**config.mk**
```make
export PLATFORM = sky130hd
export DESIGN_NAME = division_controller
export DESIGN_NICKNAME = d
export VERILOG_FILES = /design/src/rtl/division_controller.sv
export SDC_FILE = /design/constraint.sdc
export NUM_CORES = 1
export LEC_CHECK = 0
export CAP_MARGIN = 20
export CORE_AREA = 4 4 58 60
export CTS_BUF_LIST = sky130_fd_sc_hd__clkbuf_4
export DETAILED_ROUTE_END_ITERATION = 12
export DIE_AREA = 0 0 62 64
export PLACE_DENSITY_LB_ADDON = 0.15
export SLEW_MARGIN = 40
export SYNTH_ARGS = -nofsm -noshare
export SYNTH_HDL_FRONTEND = slang
export SYNTH_SLANG_ARGS = --single-unit
```
**constraint.sdc**
```tcl
create_clock -name clk -period 1.97 [get_ports clk]
set_input_delay 0.197 -clock clk [delete_from_list [all_inputs] [get_ports clk]]
set_output_delay 0.197 -clock clk [all_outputs]
set_load 0.05 [all_outputs]
```
**src/rtl/division_controller.sv**
```systemverilog
// Sequencer for an n-bit shift/subtract divider: operand handshake, start/shift/load/out
// strobes to the datapath, and a result handshake with an up-front divide-by-zero bypass.
module division_controller #(
  parameter int DATA_W = 8
) (
  input  logic              clk,
  input  logic              rst,
  input  logic              in_valid,
  output logic              in_ready,
  input  logic [DATA_W-1:0] divisor,
  input  logic [DATA_W-1:0] dividend,
  output logic              out_valid,
  input  logic              out_ready,
  output logic              div_by_zero,
  output logic              busy,
  output logic              dp_start,
  output logic              dp_shift,
  output logic              dp_load,
  output logic              dp_out,
  output logic [DATA_W-1:0] dp_divisor,
  output logic [DATA_W-1:0] dp_dividend
);

  localparam int CNT_W = $clog2(DATA_W + 1);
  localparam logic [CNT_W-1:0] LAST_ITER = CNT_W'(DATA_W - 1);

  typedef enum logic [2:0] {
    S_IDLE,
    S_INIT,
    S_SHIFT,
    S_LOAD,
    S_DONE
  } state_t;

  state_t             r_state;
  logic [CNT_W-1:0]   r_cnt;
  logic               r_in_ready;
  logic               r_out_valid;
  logic               r_div_by_zero;
  logic               r_busy;
  logic               r_dp_start;
  logic               r_dp_shift;
  logic               r_dp_load;
  logic               r_dp_out;
  logic [DATA_W-1:0]  r_divisor;
  logic [DATA_W-1:0]  r_dividend;

  // Every output is set together with the state it belongs to, so all are plain flops.
  always_ff @(posedge clk) begin
    if (rst) begin
      r_state       <= S_IDLE;
      r_cnt         <= '0;
      r_in_ready    <= 1'b0;
      r_out_valid   <= 1'b0;
      r_div_by_zero <= 1'b0;
      r_busy        <= 1'b0;
      r_dp_start    <= 1'b0;
      r_dp_shift    <= 1'b0;
      r_dp_load     <= 1'b0;
      r_dp_out      <= 1'b0;
      r_divisor     <= '0;
      r_dividend    <= '0;
    end else begin
      r_dp_start <= 1'b0;
      r_dp_shift <= 1'b0;
      r_dp_load  <= 1'b0;
      case (r_state)
        S_IDLE: begin
          r_in_ready <= 1'b1;
          if (in_valid && r_in_ready) begin
            r_divisor  <= divisor;
            r_dividend <= dividend;
            r_cnt      <= '0;
            r_in_ready <= 1'b0;
            r_busy     <= 1'b1;
            if (divisor == '0) begin
              r_state       <= S_DONE;
              r_div_by_zero <= 1'b1;
              r_out_valid   <= 1'b1;
            end else begin
              r_state    <= S_INIT;
              r_dp_start <= 1'b1;
            end
          end
        end
        S_INIT: begin
          r_state    <= S_SHIFT;
          r_dp_shift <= 1'b1;
        end
        S_SHIFT: begin
          r_state   <= S_LOAD;
          r_dp_load <= 1'b1;
        end
        S_LOAD: begin
          r_cnt <= r_cnt + CNT_W'(1);
          if (r_cnt == LAST_ITER) begin
            r_state     <= S_DONE;
            r_out_valid <= 1'b1;
            r_dp_out    <= 1'b1;
          end else begin
            r_state    <= S_SHIFT;
            r_dp_shift <= 1'b1;
          end
        end
        S_DONE: begin
          if (out_ready) begin
            r_state       <= S_IDLE;
            r_out_valid   <= 1'b0;
            r_dp_out      <= 1'b0;
            r_div_by_zero <= 1'b0;
            r_busy        <= 1'b0;
            r_in_ready    <= 1'b1;
          end
        end
        default: begin
          r_state <= S_IDLE;
        end
      endcase
    end
  end

  assign in_ready    = r_in_ready;
  assign out_valid   = r_out_valid;
  assign div_by_zero = r_div_by_zero;
  assign busy        = r_busy;
  assign dp_start    = r_dp_start;
  assign dp_shift    = r_dp_shift;
  assign dp_load     = r_dp_load;
  assign dp_out      = r_dp_out;
  assign dp_divisor  = r_divisor;
  assign dp_dividend = r_dividend;

endmodule
```
Word level (Yosys, flattened, before mapping). Cells that the tools add are included.

Add/sub/neg operators: 1. Muxes and demuxes: 23. Reductions and logical operators: 16. Bitwise logic cells: 2. Eq/ne operators: 9.

Operator list (count): 3-bit one-hot mux with 5 select lines (1); 3-bit 2-to-1 mux (4); 1-bit 2-to-1 mux (10); 1-bit one-hot mux with 2 select lines (5); 8-bit zero test (1); 2-bit inequality test (second input constant) (4); 4-bit one-hot mux with 2 select lines (1); 2-bit AND reduction (4); 3-bit by 2-bit == test with 1-bit output (second input constant) (2); 3-bit AND reduction (2); 2-bit nonzero test (3); 5-bit AND reduction (1); 4-bit by 1-bit adder with 4-bit output (second input constant) (1); 4-bit by 3-bit == test with 1-bit output (second input constant) (1); 4-bit 2-to-1 mux (1); 4-bit AND reduction (1); 3-bit by 1-bit == test with 1-bit output (second input constant) (1); 3-bit == test (second input constant) (1); 3-bit zero test (1); 1-bit one-hot mux with 3 select lines (1); 3-bit nonzero test (1); 3-bit OR reduction (1); 1-bit NOT (2); 1-bit logical AND (1).

Bits in registers: 31.

Depth between registers and ports, before layout.
Word-level depth: 4. Depth in mapped cells: 6.

Worst setup path before layout. OpenSTA, ideal clock, no wires.

Kind: register -> register. From: register r_in_ready, in the netlist in_ready. To: register r_state[2]. Period minus slack after synthesis: 1.623 ns. Required time: 1.903 ns. Cell stages (with the launch flop): 5. Arrival time: 1.556 ns. Setup slack: 0.347 ns. Path buffers: 0. Path through: dfxtp_1 -> nand3b_4 -> a211o_1 -> a221o_1 -> a21oi_2.

Cells in the longest elaborated chain, start to end: 3.

RTL lines: from (decl) (line 37) `logic r_in_ready;`; from (signal assigned) (line 53) `r_in_ready <= 1'b0;`; from (signal assigned) (line 69) `r_in_ready <= 1'b1;`; from (signal assigned) (line 74) `r_in_ready <= 1'b0;`; 1-bit logical AND (line 70) `if (in_valid && r_in_ready) begin`; 2-bit inequality test (no source line); 2-bit AND reduction (no source line); to (signal assigned) (line 77) `r_state <= S_DONE;`; to (signal assigned) (line 81) `r_state <= S_INIT;`; to (signal assigned) (line 87) `r_state <= S_SHIFT;`; to (decl) (line 35) `state_t r_state;`.

No other way between the ends. A chain may end at the register's enable or synchronous reset.

Worst setup path in the final report.
From: register r_in_ready, in the netlist in_ready. To: output port in_ready.

RTL lines: to (decl) (line 9) `output logic in_ready,`.

No word-level cell between the ends.

==> flow_summary.rst <==
.. list-table::
   :header-rows: 1

   * - Metric
     - Value
   * - Total Power
     - 1.54 mW
   * - Clock-pin slew on the worst setup and hold paths
     - 0.09 ns
   * - Total global routing overflow
     - 0
   * - Final net count
     - 211
   * - Fillcell total
     - 291
   * - Maximum capacitance violations
     - 0
   * - YS warnings
     - 0
   * - Worst max-slew margin expressed relative to the limit
     - 0.655
   * - Placer Congestion
     - 0.766
   * - Kind of critical path
     - reg2out
   * - Arrival time reported for the critical path endpoint
     - 1.62 ns
   * - Mean instance size in the synthesized netlist
     - 8.43 um2
   * - I/O pin count
     - 44
   * - Hold Path Class
     - in2reg
   * - Post-Synthesis Cells
     - 145
   * - Remaining DRCs
     - 0
   * - Antenna cell count
     - 0
   * - Achievable clock frequency
     - 0.551 GHz
   * - Initial antenna violation count
     - 0
   * - Buffer levels on the longest clock path
     - 2
   * - Cell type with the largest total area after synthesis
     - dfxtp_1
   * - Crit path max-delay family
     - buffers and inverters
   * - Cell at the root of the clock tree
     - clkbuf_4
   * - Placed Cells incl. Taps
     - 216
   * - Count of nets left with antenna violations after detail routing
     - 0
   * - Total setup violations reported at the end of the flow
     - 0
   * - Post-CTS Setup Inserts
     - 0
   * - Sum of net half-perimeters after detailed placement
     - 2110 um
   * - Worst clock skew on the final layout
     - 0.00253 ns
   * - Share of the yosys chip area belonging to registers
     - 0.508
   * - Biggest area contributors in the synthesized netlist
     - dfxtp_1 (51%), nand2_1 (12%), a21oi_1 (11%)
   * - Largest net degree at the start of global routing
     - 21
   * - Hold Violations, Final
     - 0
   * - Final wirelength
     - 2880 um
   * - DIE AREA
     - 0.00397 mm2
   * - Required time at the endpoint of the critical path
     - 1.77 ns
   * - Overall track demand over capacity in global routing
     - 0.164
   * - Initial Utilization
     - 0.418
   * - Area of the mapped netlist
     - 0.00122 mm2
   * - CTS H-tree depth
     - 2
   * - Leak Pwr
     - 0.631 nW
   * - Number of iterations in the first detailed-routing pass
     - 4
   * - Width of the die
     - 62 um
   * - Critical Path Sink Type
     - primary output
   * - Storage element area
     - 621 um2
   * - Layout Cells excl Fill
     - 224
   * - Total via count after detailed routing
     - 1141
   * - Startpoint Class
     - flip-flop
   * - Worst slew pin tran
     - 0.516 ns
   * - Count of cell types in the netlist
     - 30
   * - Number of clock sinks
     - 31
   * - Outcome
     - finished, final reports clean
   * - Post-layout min period
     - 1.81 ns
   * - Portion of synthesized cell area occupied by the leading cell type
     - 0.508
   * - Seq cells post-synth
     - 31
   * - Number of instances resized during post-cts repair
     - 0
   * - Clock buffer count from CTS
     - 5
   * - Maximum single-stage delay on the critical path
     - 0.85 ns
   * - Average wire per cell in the routed design
     - 12.8 um
   * - Share of the core filled with cells
     - 0.591
   * - Final sum of negative setup slack
     - 0 ns
   * - Cell type of the slowest stage on the worst timing path
     - clkdlybuf4s50_1
   * - Vias in the first global route
     - 1063
   * - Synth-to-layout area growth
     - 41.6%
   * - Number of buffers added on ports
     - 43
   * - Worst path bufs/invs
     - 1
   * - Hold bufs inserted after CTS
     - 0
   * - Placeable core region
     - 0.00293 mm2
   * - Die outline height
     - 64 um
   * - Worst-path fanout max
     - 5
   * - Via density
     - 5.09
   * - Power density of the placed cells
     - 893 mW/mm2
   * - Multi-input gate area
     - 551 um2
   * - Syn nets
     - 166
   * - Sequence of cells on the critical path
     - clkdlybuf4s50_1
   * - Maximum vdd ir drop
     - 0.619 mV
   * - Ratio of final minimum period to clock period
     - 0.921
   * - CTS tree
     - built
   * - Count of standard-cell rows
     - 20
   * - Share of final-layout standard cells stronger than drive strength 1
     - 0.0890
   * - Starting DRC count in detailed routing
     - 52
   * - Final Max Tran Viols
     - 0
   * - First-pass GRT wire length
     - 4800 um
   * - RSZ-0062 raised after global routing
     - no
   * - Latest clock arrival within the worst-skew pair
     - 0.32 ns
[power breakdown]
group / switching (mW) / internal [mW] / total (mW)
Combinational: 0.282 / 0.171 / 0.453
Sequential: 0.0423 / 0.677 / 0.720
Clock: 0.205 / 0.166 / 0.372
Total: 0.530 / 1.02 / 1.54
[through the flow]
stage               setup slack [ns]  cell area (um2)  hold WS [ns]
floorplan                      0.347             1220         0.333
global placement               0.318             1670         0.443
detailed placement             0.299             1670         0.450
CTS                            0.140             1730         0.400
global route                  0.0886             1730         0.397
finish                         0.156             1730         0.421
[cell usage after synthesis]
cell type,count
a211o_1,1
ha_1,1
a221o_1,1
mux2_2,1
nand2b_1,1
dfxtp_1,31
a21oi_2,1
nand3b_1,3
or2_2,1
nand3b_4,1
o21ai_1,1
buf_4,1
and2_1,2
o21ai_0,3
nand3_1,4
nor2_4,1
buf_2,2
a21oi_1,26
inv_1,2
nand2_1,38
a311oi_1,1
clkbuf_1,4
and4b_1,1
or3_4,1
nor3_1,5
nor2_1,6
o211a_1,1
buf_6,1
o21a_1,1
nor4_1,2
[final timing paths]
check | startpoint | to | slack, ns | cells past startpoint
max | in_ready | in_ready | 0.16 | 1
min | dividend[5] | dp_dividend[5] | 0.42 | 3
max reg2reg | r_state[2] | dp_dividend[1] | 0.46 | 4
min reg2reg | dp_divisor[5] | dp_divisor[5] | 0.46 | 2
[metal layers]
metal	GRT usage	part of all wire	vias up
li1	-	-	582
met2	0.237	0.48	30
met1	0.199	0.45	527
met4	0.0716	0.0069	0
met3	0.0869	0.065	2
met5	0	0	-
[cell type report]
class,instances,share of cell area
well taps,33,0.0239
inverters,2,0.00434
clock buffers,7,0.0304
multi-input cells,104,0.318
repair buffers,46,0.262
flip-flops and latches,31,0.359
clock inverters,1,0.00289
[registers in the layout, summed over array words and instances (netlist names), 3 cells and up]
register,cells
dp_dividend,8
r_state,3
r_cnt,4
dp_divisor,8
[cells in the final DEF, fill, tap and decap left out, types with 2 or more instances in the layout]
master,netlist,routed
nor2_1,6,6
nand2_1,38,38
nor3_1,5,5
o21ai_0,3,3
and2_1,2,2
clkbuf_4,0,7
clkdlybuf4s50_1,0,43
inv_1,2,2
a21oi_1,26,26
nand3_1,4,4
buf_4,1,3
nand3b_1,3,3
dfxtp_1,31,31
nor4_1,2,2
[cells by family after synthesis]
logic type | synth area share
AND/OR/NAND/NOR | 0.264
AO/OA/AOI/OAI | 0.167
flip-flops | 0.508
buffers and inverters | 0.0420
multiplexers | 0.00921
adder cells (fa/ha/maj) | 0.0102
[tightest hold or removal path: cells and delay by family]
family,cells,cell delay [ns]
AOI/OAI and AO/OA,1,0.05
buffers and inverters,1,0.40
and+or+nand+nor,1,0.05
(Power assumes the default switching activity.)
==> edit, RTL diff (same flow settings) <==
Add an input register stage for `dividend`, cleared by the reset; this delays it by one clock. The other inputs are not delayed to match.
--- a/src/rtl/division_controller.sv
+++ b/src/rtl/division_controller.sv
@@ -31,6 +31,16 @@
     S_LOAD,
     S_DONE
   } state_t;
+
+  logic [DATA_W-1:0] dividend_q;
+
+  always_ff @(posedge clk) begin
+    if (rst) begin
+      dividend_q <= '0;
+    end else begin
+      dividend_q <= dividend;
+    end
+  end
 
   state_t             r_state;
   logic [CNT_W-1:0]   r_cnt;
@@ -69,7 +79,7 @@
           r_in_ready <= 1'b1;
           if (in_valid && r_in_ready) begin
             r_divisor  <= divisor;
-            r_dividend <= dividend;
+            r_dividend <= dividend_q;
             r_cnt      <= '0;
             r_in_ready <= 1'b0;
             r_busy     <= 1'b1;
Formal check against the unedited RTL: not equivalent (Yosys sat finds a counterexample within 4 cycles, from zero or initial values and one cycle with rst high).
==> edit against the unedited design <==
  * Wire length is 9.0% higher
  * Fmax increased by 4.1%
  * Largest power group unchanged
  * Synthesized area grew 17%
  * Critical path type unchanged
  * Clock skew grew 0.77 ps
  * Sequential cell count increased by 8
  * Power rose by 15%
  * Setup slack improved by 72 ps
  * Core utilization is 6.3 points higher
  * Design area is 11% higher
==> edit: results <==
[status]
status = complete, no violations

[setup_path]
cp.arrival_ps = 1540
slowest_delay_ps = 830
r2r_end = r_cnt[3]
worst-r2r-setup-slack_ps = 360
endpoint = out_valid
cp_max_fo = 3
timing.rr.start = r_state[0]
crit_path_start = out_valid

[grt]
grt_use_total = 0.1769
grt_max_degree = 26
gr-usage-met1 = 0.1870
grtUsageMet2 = 0.3044
gr-usage-met3 = 0.06061
grt_pass1_wl_um = 5106

[logic_synthesis]
syn-num-nets = 181
synth_commonest_cells = nand2_1, dfxtp_1, a21oi_1
synth_seq_area_share = 0.5450
netlist_top_cells_area = dfxtp_1, nand2_1, a21oi_1, nor2b_1, buf_6

[power]
power_frac_clock = 0.218
ir_worst_vdd_mv = 0.8093
power.combinational.fraction = 0.279
p_switching_w = 0.0005949

[timing]
clock_skew_ps = 3.295
fin_ws_ps = 228.5
worst_slew_pin_slew_ps = 507.0
holdWs_ps = 393.8

[worst_hold_path]
hold_start = dividend[1]
whs_path_depth = 2
min_to = dividend_q[1]

[clocking]
htreeDepth = 2
clk_latency_ps = 340

[routing]
drt-initial-drc-count = 58
wl_met2_um = 1622
vias = 1247
routed_wirelength_um = 3136
drt-met1-wl_um = 1248
wl_met3_um = 194
top_layer = met4

[finish]
layout-drive-gt1-share = 0.06341

[placed_design]
dpl.hpwl_um = 2326
place_ws_ps = 324.9
edit: through the flow:
| stage | cell area, um^2 | total power [W] | utilization | std cells |
|---|---|---|---|---|
| after global placement | 1862 | 0.001394 | 0.6359 | 230 |
| after detailed placement | 1862 | 0.001405 | 0.6359 | 230 |
| after floorplan | 1433 | 0.001265 | - | 160 |
| after global routing | 1914 | 0.001870 | 0.6538 | 238 |
| final | 1914 | 0.001771 | 0.6538 | 238 |
| after CTS | 1914 | 0.001787 | 0.6538 | 238 |
edit: cell type report:
| class | instances | area, um^2 |
|---|---|---|
| fill | 272 | 1013 |
| multi-input combinational | 112 | 586.8 |
| clock buffer | 6 | 45.04 |
| clock inverter | 2 | 7.507 |
| sequential | 39 | 780.7 |
| tap | 33 | 41.29 |
| timing repair buffer | 46 | 452.9 |
edit: cells by family after synthesis:
| logic type | synth area share |
|---|---|
| fa+ha+maj | 0.008732 |
| buf+inv | 0.04541 |
| compound gates | 0.1485 |
| flops | 0.5450 |
| simple gates | 0.2524 |
